`config.mk`:
```
export PLATFORM = sky130hd
export DESIGN_NAME = fetch_stage
export DESIGN_NICKNAME = d
export VERILOG_FILES = /design/src/rtl/fetch_stage.sv
export SDC_FILE = /design/constraint.sdc
export NUM_CORES = 1
export LEC_CHECK = 0
export BUFFER_PORTS_ARGS = -buffer_cell sky130_fd_sc_hd__buf_2
export CAP_MARGIN = 10
export CORE_ASPECT_RATIO = 1.25
export CORE_MARGIN = 4
export CORE_UTILIZATION = 54
export DETAILED_ROUTE_END_ITERATION = 7
export PLACE_DENSITY = 0.89
export SETUP_SLACK_MARGIN = 0.15
export SLEW_MARGIN = 10
export SYNTH_ARGS = -nofsm -noshare
export SYNTH_HDL_FRONTEND = slang
export SYNTH_SLANG_ARGS = --single-unit
```
`constraint.sdc`:
```
create_clock -name clk -period 5 [get_ports clk]
set_clock_uncertainty 0.1 [all_clocks]
set_input_delay 0.5 -clock clk [delete_from_list [all_inputs] [get_ports clk]]
set_output_delay 0.5 -clock clk [all_outputs]
set_load 0.01 [all_outputs]
```
`src/rtl/fetch_stage.sv`:
```
// fetch_stage: PC sequencer with 1-cycle imem reads, a DEPTH-entry instruction queue and redirect flush
module fetch_stage #(
  parameter logic [31:0] RESET_PC = 32'h0000_0000,
  parameter int          DEPTH    = 2
) (
  input  logic        clk,
  input  logic        rst,
  output logic        imem_req,
  output logic [31:0] imem_addr,
  input  logic [31:0] imem_rdata,
  input  logic        redirect,
  input  logic [31:0] redirect_pc,
  output logic        if_valid,
  input  logic        if_ready,
  output logic [31:0] if_instr,
  output logic [31:0] if_pc
);
  localparam int AW = $clog2(DEPTH);
  localparam int CW = $clog2(DEPTH + 1);
  logic [31:0]   fetch_pc_q, req_pc_q;
  logic [CW-1:0] count_q;
  logic          inflight_q;
  logic [AW-1:0] rd_ptr_q, wr_ptr_q;
  logic [31:0]   instr_q [DEPTH];
  logic [31:0]   pc_q    [DEPTH];
  logic [CW:0]   occ;
  logic          pop, wr;
  assign if_valid  = ~rst & (count_q != '0);
  assign if_instr  = if_valid ? instr_q[rd_ptr_q] : '0;
  assign if_pc     = if_valid ? pc_q[rd_ptr_q] : '0;
  assign pop       = if_valid & if_ready & ~redirect;
  // A response in the redirect cycle belongs to the old stream and is dropped.
  assign wr        = ~rst & ~redirect & inflight_q;
  assign occ       = {1'b0, count_q} + (CW+1)'(inflight_q) - (CW+1)'(pop);
  assign imem_req  = ~rst & ~redirect & (occ < (CW+1)'(DEPTH));
  assign imem_addr = fetch_pc_q;
  always_ff @(posedge clk) begin
    if (rst) begin
      fetch_pc_q <= RESET_PC;
      req_pc_q   <= RESET_PC;
      count_q    <= '0;
      inflight_q <= 1'b0;
      rd_ptr_q   <= '0;
      wr_ptr_q   <= '0;
    end else if (redirect) begin
      fetch_pc_q <= redirect_pc & ~32'h3;
      count_q    <= '0;
      inflight_q <= 1'b0;
      rd_ptr_q   <= '0;
      wr_ptr_q   <= '0;
    end else begin
      if (imem_req) begin
        fetch_pc_q <= fetch_pc_q + 32'd4;
        req_pc_q   <= fetch_pc_q;
      end
      inflight_q <= imem_req;
      if (wr) wr_ptr_q <= wr_ptr_q + 1'b1;
      if (pop) rd_ptr_q <= rd_ptr_q + 1'b1;
      count_q <= count_q + CW'(wr) - CW'(pop);
    end
  end
  always_ff @(posedge clk) begin
    if (wr) begin
      instr_q[wr_ptr_q] <= imem_rdata;
      pc_q[wr_ptr_q]    <= req_pc_q;
    end
  end
  a_no_overflow: assert property (@(posedge clk) disable iff (rst)
    !(wr && count_q == CW'(DEPTH) && !pop));
endmodule

```
==> summary.md, run 1 <==
| Metric | Value |
|---|---|
| Leading cell types by count after synthesis | edfxtp_1 (124), nand2_1 (92), nor2_1 (92) |
| DRT iter0 DRCs | 342 |
| Area leader, netlist | edfxtp_1 |
| Worst relative slew slack | 27.3% |
| Placed instance area | 0.00866 mm2 |
| Die Outline Area | 0.0163 mm2 |
| Number of cells traversed by the worst register-to-register path | 9 |
| IO Port Bufs | 159 |
| Destination of the worst hold path | instr_q[1][22] |
| Share of synthesized registers carrying an async set or reset | 0% |
| Average detailed-routed wire length per instance | 16.4 um |
| WS Path Type | reg -> out |
| # H-tree levels | 4 |
| Part of the cycle the worst path needs | 68.9% |
| Critical Path Start Type | register |
| Power per Cell Area | 352 mW/mm2 |
| Floorplan Core Area | 0.0139 mm2 |
| Number of buffers added by the clock tree synthesis step | 17 |
| Initial Util | 55.5% |
| Longest Clk Path Bufs | 2 |
| TNS Setup | 0 ns |
| Vias in the first global route | 5,237 |
| Total of hold buffers inserted after clock tree synthesis | 0 |
| Final setup vio count | 0 |
| Row count | 48 |
| Drt pass-1 iters | 4 |
| Clock slew seen by the registers of the worst setup and hold paths | 0.07 ns |
| Worst hold path startpoint | imem_rdata[22] |
| Worst reg2reg path endpoint | imem_addr[7] |
| Non-Filler Cell Area, Final | 0.00928 mm2 |
| Required time at the endpoint of the critical path | 4.40 ns |
| Total standard cell area after synthesis | 0.00773 mm2 |
| Skew-Pair Late Insertion Delay | 0.41 ns |
| Cts repair resizes | 0 |
| Count of clock tree sinks | 190 |
| Largest driver fanout on the critical path | 10 |
| Multi-input gate area in the final layout | 0.00250 mm2 |
| Total DRC errors in the routed layout | 0 |
| Status | finished clean |
| Yosys warning total | 0 |
| Number of antenna violations at the first check in global routing | 0 |
| Post-Synthesis Cells | 657 |
| Biggest area contributors in the synthesized netlist | edfxtp_1 (48%), dfxtp_1 (17%), mux2i_1 (8.2%) |
| Count of cells along the worst hold path | 1 |
| Share of final-layout standard cells stronger than drive strength 1 | 26.2% |
| Die extent in x | 115 um |
| R2r setup slk | 1.92 ns |
| Drt via density | 5.47 |
| Post-CTS setup repair buffer count | 0 |
| Diodes inserted | 0 |
| Most frequent cell after synthesis | edfxtp_1 |
| First-pass GRT wire length | 25,900 um |
| Min cycle time layout | 3.45 ns |
| Setup repair after global routing missed its margin | false |
| # nets final | 875 |
| GRT Residual Overflow | 0 |
| Total count of max-transition violations in the final report | 0 |
| Worst r2r src | count_q[1] |
| Maxcap violations | 0 |
| Overall routed net length | 16,300 um |
| Top cell type's share of synthesized area | 48.2% |
| Arrival time of the worst setup path | 2.85 ns |
| Maximum number of pins on one net before global-route repair | 64 |
| Proportion of synthesized chip area in sequential cells | 65.3% |
| Synth Flop Type | edfxtp_1 |
| Pleak | 3.53 nW |
| Number of distinct standard cells referenced by the synthesized netlist | 48 |
| Achievable frequency | 0.290 GHz |
| Number of hold violations in the final report | 0 |
| Area growth from synthesis to layout | 20.0% |
| Half-perimeter wire length after placement | 11,000 um |
| Type of the tightest min-delay check | in -> reg |
| Least-Margin Pin Slew | 1.08 ns |
| Number of synthesized register bits | 190 |
| Number of flops mapped to enable cells by yosys | 124 |
| Die extent in y | 142 um |
| Max rail drop VDD | 0.219 mV |
| Mean instance size in the synthesized netlist | 11.8 um2 |
| Final hold slack | 0.170 ns |
| Number of fillers in the final layout | 1,051 |
| Global-route usage over all layers | 20.0% |
| TritonCTS clock tree | done |
| Detail Route Antenna Nets | 0 |
| Clock Tree Root | clkbuf_16 |
| RD Place Congestion | 0.830 |
| Critical path capture point type | primary output |
| Number of vias after detailed routing | 5,427 |
| Sequential cell area | 0.00505 mm2 |
| Top-Level Pins | 166 |
-- per-stage QoR --
stage / setup WS [ns] / std cells / power, mW / utilization (%)
after floorplan: 1.04 / 660 / 1.85 / -
after detailed placement: 1.57 / 960 / 1.92 / 62.1
after global placement: 1.65 / 960 / 1.91 / 62.1
final: 1.55 / 992 / 3.27 / 66.6
after global routing: 1.33 / 992 / 3.38 / 66.6
after CTS: 1.53 / 992 / 3.29 / 66.6
-- metal layers --
metal	GRT usage, %	up-vias	wire, um
met3	4.01	37	1130
met1	25.2	2543	6560
li1	-	2630	-
met5	0	-	0
met4	7.35	0	387
met2	34.1	217	8180
-- logic make-up after synthesis --
group	share of synthesized area (%)
compound gates	6.35
simple gates	13.9
fa+ha+maj	0.583
other cells	0.0485
xor+xnor	2.15
mux	8.89
buf+inv	2.83
flops	65.3
-- worst max-delay path by stage --
stage | from | endpoint | cells past startpoint
2_1_floorplan | rst | instr_q[0][0] | 3
3_3_place_gp | redirect | imem_addr[7] | 12
3_5_place_dp | redirect | imem_addr[7] | 12
4_1_cts | count_q[1] | imem_req | 8
5_1_grt | count_q[1] | imem_req | 8
6_report | count_q[1] | imem_req | 8
-- cell usage in the layout (no fill, tap or decap), types with 3 or more instances in the layout --
cell type	instances
nor3_1	6
or4_1	3
o21ai_0	8
xnor2_1	6
nand4_1	12
bufinv_16	3
buf_2	159
xor2_1	13
a31oi_1	6
mux2i_1	63
a211oi_1	6
o22ai_1	3
a21oi_1	46
conb_1	4
o311ai_0	3
nand2_1	92
nor2_1	91
mux2_2	5
clkbuf_16	17
and2_1	4
and3_1	6
edfxtp_1	124
inv_1	8
buf_4	8
nand3_1	15
dfxtp_1	65
-- critical path, stage by stage, from the launching register on --
cell     delay [ns]
dfxtp_1        0.42
o21ai_0        0.46
nor3_1         0.17
fa_1           0.48
xnor2_1        0.25
nand3_2        0.11
inv_1          0.20
buf_4          0.21
buf_2          0.14
-- where the power goes --
part           leakage (nW)  switching [mW]  internal, mW
clock network         0.297           0.561         0.822
logic                  1.49          0.0882        0.0619
registers              1.75          0.0371          1.70
-- area by class of cell --
class                   instances  area share, %
well taps                     175           2.36
multi-input cells             419           27.0
flip-flops and latches        190           54.4
inverters                       9          0.364
clock inverters                11           1.67
repair buffers                167           9.23
clock buffers                  21           4.96
-- registers in the layout, indices dropped and copies added, names as in the netlist, named ones only --
| register | flops |
|---|---|
| imem_addr | 30 |
| instr_q | 64 |
| wr_ptr_q | 1 |
| rd_ptr_q | 1 |
| inflight_q | 1 |
| pc_q | 60 |
| count_q | 2 |
| req_pc_q | 30 |
No activity file was read; power rests on OpenSTA's default activity.
==> run 2: changes to the inputs <==
- CORE_UTILIZATION: 54 -> 49
- PLACE_DENSITY: 0.89 -> 0.86
- clock period: 5 -> 2.9 ns (I/O delays scaled with it)
==> run 2 against run 1 <==
Net effect: global-route usage is 0.36 points lower; setup slack got worse by 1.2 ns; flip-flop and latch count unchanged; worst hold slack got worse by 0.16 ns; clock power is 57% higher; power up 68%; largest power group unchanged; non-clock buffer count increased by 52; combinational power is 110% higher; sequential power is 72% higher.
==> summary.md, run 2 (same netlist as run 1, synthesis figures left out) <==
| Metric | Value |
|---|---|
| Status | finished clean |
| Met2 layer usage reported by global route | 34.2% (+0.089 points) |
| Die extent in y | 148 um (+4.7%) |
| Global-route met3 utilization | 3.31% (-0.70 points) |
| GRT Residual Overflow | 0 (unchanged) |
| DRT iter0 DRCs | 380 (+11%) |
| Achievable frequency | 0.385 GHz |
| Critical path capture point type | primary output |
| Half-perimeter wire length after placement | 11,400 um (+3.5%) |
| WS Path Type | reg -> out |
| Share of final-layout standard cells stronger than drive strength 1 | 27.2% (+0.96 points) |
| Register with the most flip-flops | instr_q |
| Detail Route Antenna Nets | 0 (unchanged) |
| Count of clock tree sinks | 190 (unchanged) |
| Drt pass-1 iters | 5 (+1) |
| Registers with the most flip-flops | instr_q x64, pc_q x60 |
| Number of buffers added by the clock tree synthesis step | 17 (unchanged) |
| Number of vias after detailed routing | 5,599 (+3.2%) |
| Area growth from synthesis to layout | 26.9% |
| Total count of max-transition violations in the final report | 0 (unchanged) |
| Type of the tightest min-delay check | in -> reg |
| TNS Setup | 0 ns (unchanged) |
| Floorplan Core Area | 0.0155 mm2 (+11%) |
| # H-tree levels | 4 (unchanged) |
| Non-Filler Cell Area, Final | 0.00981 mm2 (+5.7%) |
| # nets final | 927 (+5.9%) |
| Grt peak-use layer | met2 |
| Global-route usage over all layers | 19.7% (-0.36 points) |
| Worst relative slew slack | 57.3% (+30 points) |
| Number of antenna violations at the first check in global routing | 0 (unchanged) |
| Least-Margin Pin Slew | 0.636 ns (-0.445 ns) |
| Pleak | 3.76 nW (+6.4%) |
| Clock slew seen by the registers of the worst setup and hold paths | 0.07 ns (about the same) |
| Average detailed-routed wire length per instance | 16.2 um (-1.2%) |
| Finished Core Util | 63.3% (-3.3 points) |
| Vias in the first global route | 5,501 (+5.0%) |
| Maxcap violations | 0 (unchanged) |
| Overall routed net length | 17,500 um (+7.6%) |
| Diodes inserted | 0 (unchanged) |
| Part of the cycle the worst path needs | 89.5% |
| Final setup vio count | 0 (unchanged) |
| R2r setup slk | 0.41 ns (-1.51 ns) |
| Row count | 51 (+6.3%) |
| IO Port Bufs | 159 (unchanged) |
| Longest Clk Path Bufs | 2 (unchanged) |
| Commonest non-fill, non-tap cells in the layout | buf_2 (159), edfxtp_1 (124), nand2_1 (92) |
| Worst r2r src | inflight_q |
| Number of hold violations in the final report | 0 (unchanged) |
| Skew-Pair Late Insertion Delay | 0.42 ns (about the same) |
| Initial Util | 49.9% (-5.6 points) |
| Max FFs per register | 64 (unchanged) |
| Drt via density | 5.18 (-5.3%) |
| First element of the critical path | inflight_q |
| Min cycle time layout | 2.60 ns |
| Commonest non-fill, non-tap cell in the layout | buf_2 |
| Critical Path Start Type | register |
| Power per Cell Area | 559 mW/mm2 (+59%) |
| Die Outline Area | 0.0179 mm2 (+9.6%) |
| Total DRC errors in the routed layout | 0 (unchanged) |
| RD Place Congestion | 0.854 (+2.9%) |
| Worst hold path startpoint | redirect_pc[2] |
| Met1 Usage GRT | 25.0% (-0.17 points) |
| Clock Tree Root | clkbuf_16 |
| Top-Level Pins | 166 (unchanged) |
| Placed instance area | 0.00886 mm2 (+2.3%) |
| TritonCTS clock tree | done |
| Maximum number of pins on one net before global-route repair | 63 (-1.6%) |
| Max rail drop VDD | 0.338 mV (+54%) |
| Die extent in x | 120 um (+4.6%) |
| First-pass GRT wire length | 27,900 um (+7.8%) |
| Setup repair after global routing missed its margin | false |
| Arrival time of the worst setup path | 2.21 ns (-0.64 ns) |
| Required time at the endpoint of the critical path | 2.51 ns (-1.89 ns) |
| Largest driver fanout on the critical path | 11 (+1) |
## run 2: changes by cell type in the layout (fill, tap and decap cells not counted), sizes merged
cell / delta
dlygate4sd3: +37
buf: +15
inv: +4
bufinv: -3
clkbuf: -1
clkinv: +1
clkinvlp: -1
## run 2: path summary, 6_finish.rpt
path	depth (start not counted)	end
hold / removal	3	imem_addr[2]
setup / recovery	8	imem_req
setup reg to reg	8	imem_addr[25]
hold reg to reg	0	pc_q[1][23]
## run 2: layout make-up
type | instances | area (um2)
multi-input cells | 419 | 2520
clock buffers | 20 | 457
inverters | 9 | 33.8
clock inverters | 12 | 97.6
fillers | 1223 | 5700
well taps | 212 | 265
repair buffers | 219 | 1380
flip-flops and latches | 190 | 5050
## run 2: repair_timing
action,4_1_cts,5_1_grt
gates resized for setup,5,4
endpoints found under the setup margin,1,1
pin swaps,0,0
hold buffers,37,0
buffers inserted,0,0
endpoints found under the hold margin,69,0
## run 2: per-stage QoR
step	cells	setup WS, ns	power [mW]	hold slack, ns
after floorplan	660	0.156	3.18	0.289
after global placement	1012	0.191	3.31	0.331
after detailed placement	1012	0.137	3.32	0.338
after CTS	1081	0.169	5.52	0.000461
after global routing	1081	0.168	5.68	0.00894
final	1081	0.305	5.48	0.00768
## run 2: worst max-delay path: stages (launching register included)
cell     delay [ns]
dfxtp_4        0.38
xnor2_1        0.16
nand2_1        0.10
fa_2           0.38
xnor2_2        0.18
nand3_2        0.13
inv_1          0.14
buf_6          0.16
buf_2          0.16
## run 2: routing by layer
layer  routed length [um]  part of all wire, %
met1                 7180                   41
met2                 9160                   52
met3                  862                  4.9
met4                  301                  1.7
met5                    0                    0
## run 2: where the power goes
| part | internal (mW) | switching (mW) | total [mW] |
|---|---|---|---|
| Sequential | 2.93 | 0.0648 | 2.99 |
| Clock | 1.17 | 1.00 | 2.17 |
| Combinational | 0.150 | 0.167 | 0.317 |
| Total | 4.24 | 1.23 | 5.48 |
==> run 3: changes to the inputs <==
- CORE_ASPECT_RATIO: 1.25 -> unset
==> run 3 against run 2 <==
Net effect: core utilization is 0.89 points higher; design area is 0.15% higher; sequential power hardly changed; setup slack worse by 0.064 ns; critical path depth stayed put; first-iteration DRC count is 2.1% lower; largest cell class unchanged; clock-buffer cell count is 1 higher; die area hardly changed; non-clock buffer count is 1 lower; final cell count is 0.19% lower.
==> summary.md, run 3 (same netlist as run 1, synthesis figures left out) <==
| Metric | Value |
|---|---|
| CP Capture Point | imem_req |
| Post-route non-filler standard cell count | 1,079 (-0.19%) |
| Maximum number of pins on one net before global-route repair | 63 (unchanged) |
| Power per Cell Area | 564 mW/mm2 (+1.0%) |
| RD Place Congestion | 0.824 (-3.5%) |
| Critical Path Start Type | register |
| Share of final-layout standard cells stronger than drive strength 1 | 27.1% (-0.084 points) |
| Overall routed net length | 17,600 um (+0.84%) |
| Number of vias after detailed routing | 5,653 (+0.96%) |
| Cell type of the slowest stage on the worst timing path | dfxtp_4 |
| Number of antenna violations at the first check in global routing | 0 (unchanged) |
| Critical path capture point type | primary output |
| Global-route usage over all layers | 19.8% (+0.17 points) |
| Maxcap violations | 0 (unchanged) |
| Top-Level Pins | 166 (unchanged) |
| Number of buffers added by the clock tree synthesis step | 17 (unchanged) |
| Longest Clk Path Bufs | 2 (unchanged) |
| IO Port Bufs | 159 (unchanged) |
| Max rail drop VDD | 0.411 mV (+22%) |
| DRT iter0 DRCs | 372 (-2.1%) |
| Final setup vio count | 0 (unchanged) |
| Worst slack, placed | 0.0954 ns (-0.0419 ns) |
| TNS Setup | 0 ns (unchanged) |
| First element of the critical path | inflight_q |
| Total DRC errors in the routed layout | 0 (unchanged) |
| Area growth from synthesis to layout | 27.1% |
| Number of hold violations in the final report | 0 (unchanged) |
| Initial Util | 50.5% (+0.62 points) |
| Half-perimeter wire length after placement | 11,400 um (+0.83%) |
| Required time at the endpoint of the critical path | 2.51 ns (about the same) |
| R2r setup slk | 0.30 ns (-0.11 ns) |
| Part of the cycle the worst path needs | 91.7% (+2.2 points) |
| Registers with the most flip-flops | instr_q x64, pc_q x60 |
| WS Path Type | reg -> out |
| Skew-Pair Late Insertion Delay | 0.43 ns (about the same) |
| Drt via density | 5.24 (+1.2%) |
| Diodes inserted | 0 (unchanged) |
| Largest driver fanout on the critical path | 21 (+10) |
| # nets final | 926 (-0.11%) |
| Pleak | 3.75 nW (-0.13%) |
| Clock slew seen by the registers of the worst setup and hold paths | 0.07 ns (about the same) |
| Max FFs per register | 64 (unchanged) |
| First-pass GRT wire length | 28,200 um (+0.99%) |
| Total count of max-transition violations in the final report | 0 (unchanged) |
| CP cell instances | xnor2_1, nand2_1, fa_2, xnor2_2, nand3_2, inv_1, buf_8, buf_2 |
| Commonest non-fill, non-tap cells in the layout | buf_2 (159), edfxtp_1 (124), nand2_1 (92) |
| Final worst-path setup slack | 0.241 ns (-0.0635 ns) |
| Type of the tightest min-delay check | in -> reg |
| Number of cells on the critical path | 8 (unchanged) |
| Row count | 45 (-12%) |
| Drt pass-1 iters | 5 (unchanged) |
| Category of cells accounting for the largest share of critical-path delay | buffers and inverters |
| GRT Residual Overflow | 0 (unchanged) |
| Commonest non-fill, non-tap cell in the layout | buf_2 |
| Final hold slack | 0.0120 ns (+0.00433 ns) |
| Count of cells along the worst hold path | 3 (unchanged) |
| Setup repair after global routing missed its margin | false |
| Detail Route Antenna Nets | 0 (unchanged) |
| Worst relative slew slack | 54.0% (-3.3 points) |
| Vias in the first global route | 5,573 (+1.3%) |
| Number of fillers in the final layout | 1,162 (-5.0%) |
| Register with the most flip-flops | instr_q |
| Die extent in y | 134 um (-10%) |
| Status | finished clean |
| Count of clock tree sinks | 190 (unchanged) |
| Worst reg2reg path endpoint | imem_addr[17] |
| TritonCTS clock tree | done |
| Die Outline Area | 0.0178 mm2 (about the same) |
| Average detailed-routed wire length per instance | 16.4 um (+1.0%) |
| Number of cells traversed by the worst register-to-register path | 8 (unchanged) |
| Overall power of the completed layout | 5.54 mW (+1.1%) |
| Maximum cell stage delay along the critical path | 0.38 ns (about the same) |
| Arrival time of the worst setup path | 2.27 ns (+0.06 ns) |
| # H-tree levels | 4 (unchanged) |
| Floorplan Core Area | 0.0153 mm2 (-1.2%) |
| Min cycle time layout | 2.66 ns (+0.0635 ns) |
| Number of buffer and inverter instances along the worst setup path | 3 (unchanged) |
| Achievable frequency | 0.376 GHz (-2.4%) |
| Least-Margin Pin Slew | 0.688 ns (+0.0526 ns) |
| Die extent in x | 134 um (+11%) |
| Placed instance count | 1,010 (-0.20%) |
| Clock Tree Root | clkbuf_16 |
| Worst r2r src | inflight_q |
[run 3: cell count changes in the layout (fill, tap and decap cells not counted), sizes merged]
cell / previous run / this run
clkinv: 4 / 5
clkinvlp: 1 / 3
dlygate4sd3: 37 / 36
bufinv: 0 / 1
clkbuf: 20 / 21
inv: 16 / 11
[run 3: worst register-to-register path: stages, from the launching register on]
cell	delay, ns
dfxtp_4	0.38
xnor2_1	0.19
nand2_1	0.10
fa_2	0.57
inv_1	0.07
nor2_1	0.44
nand2_1	0.09
o311ai_0	0.37
a31oi_1	0.15
[run 3: power breakdown]
group | total (mW) | internal [mW] | leakage, nW | switching [mW]
clock network | 2.24 | 1.26 | 0.276 | 0.973
registers | 2.99 | 2.93 | 1.75 | 0.0648
logic | 0.314 | 0.147 | 1.73 | 0.167
total | 5.54 | 4.34 | 3.75 | 1.20
[run 3: metrics by stage]
step           instance area [um2]  utilization (%)
2_1_floorplan                 7740                -
3_5_place_dp                  8850             57.8
6_report                      9820             64.1
5_1_grt                       9820             64.1
3_3_place_gp                  8850             57.8
4_1_cts                       9810             64.0
[run 3: layer usage]
layer / vias to the layer above / GRT usage (%) / share of wire [%]
met3: 27 / 4.65 / 7.0
met1: 2642 / 25.9 / 43
met4: 0 / 7.09 / 1.9
met5: - / 0 / 0
met2: 247 / 32.6 / 48
li1: 2737 / - / -
[run 3: how the worst min path moves through the flow]
stage | startpoint | end | slack [ns]
6_report | redirect_pc[2] | imem_addr[2] | 0.01
5_1_grt | redirect_pc[27] | imem_addr[27] | 0.02
4_1_cts | redirect_pc[7] | imem_addr[7] | 0.006
3_5_place_dp | req_pc_q[22] | pc_q[1][22] | 0.34
3_3_place_gp | req_pc_q[13] | pc_q[0][13] | 0.33
2_1_floorplan | imem_rdata[0] | instr_q[0][0] | 0.29
[run 3: final cells by class]
cell class                      count  area (um2)  share of cell area (%)
Sequential cell                   190        5050                    51.4
Multi-Input combinational cell    419        2520                    25.7
Timing Repair Buffer              218        1370                    14.0
Clock buffer                       21         472                    4.80
Tap cell                          211         264                    2.69
Clock inverter                     11         105                    1.07
Inverter                            9        33.8                   0.344
[run 3: timing repair]
action,CTS,global route
endpoints found under the hold margin,68,0
setup buffers,0,1
endpoints found under the setup margin,1,1
resized for setup,7,3
hold buffers,36,0
pin swaps,0,1
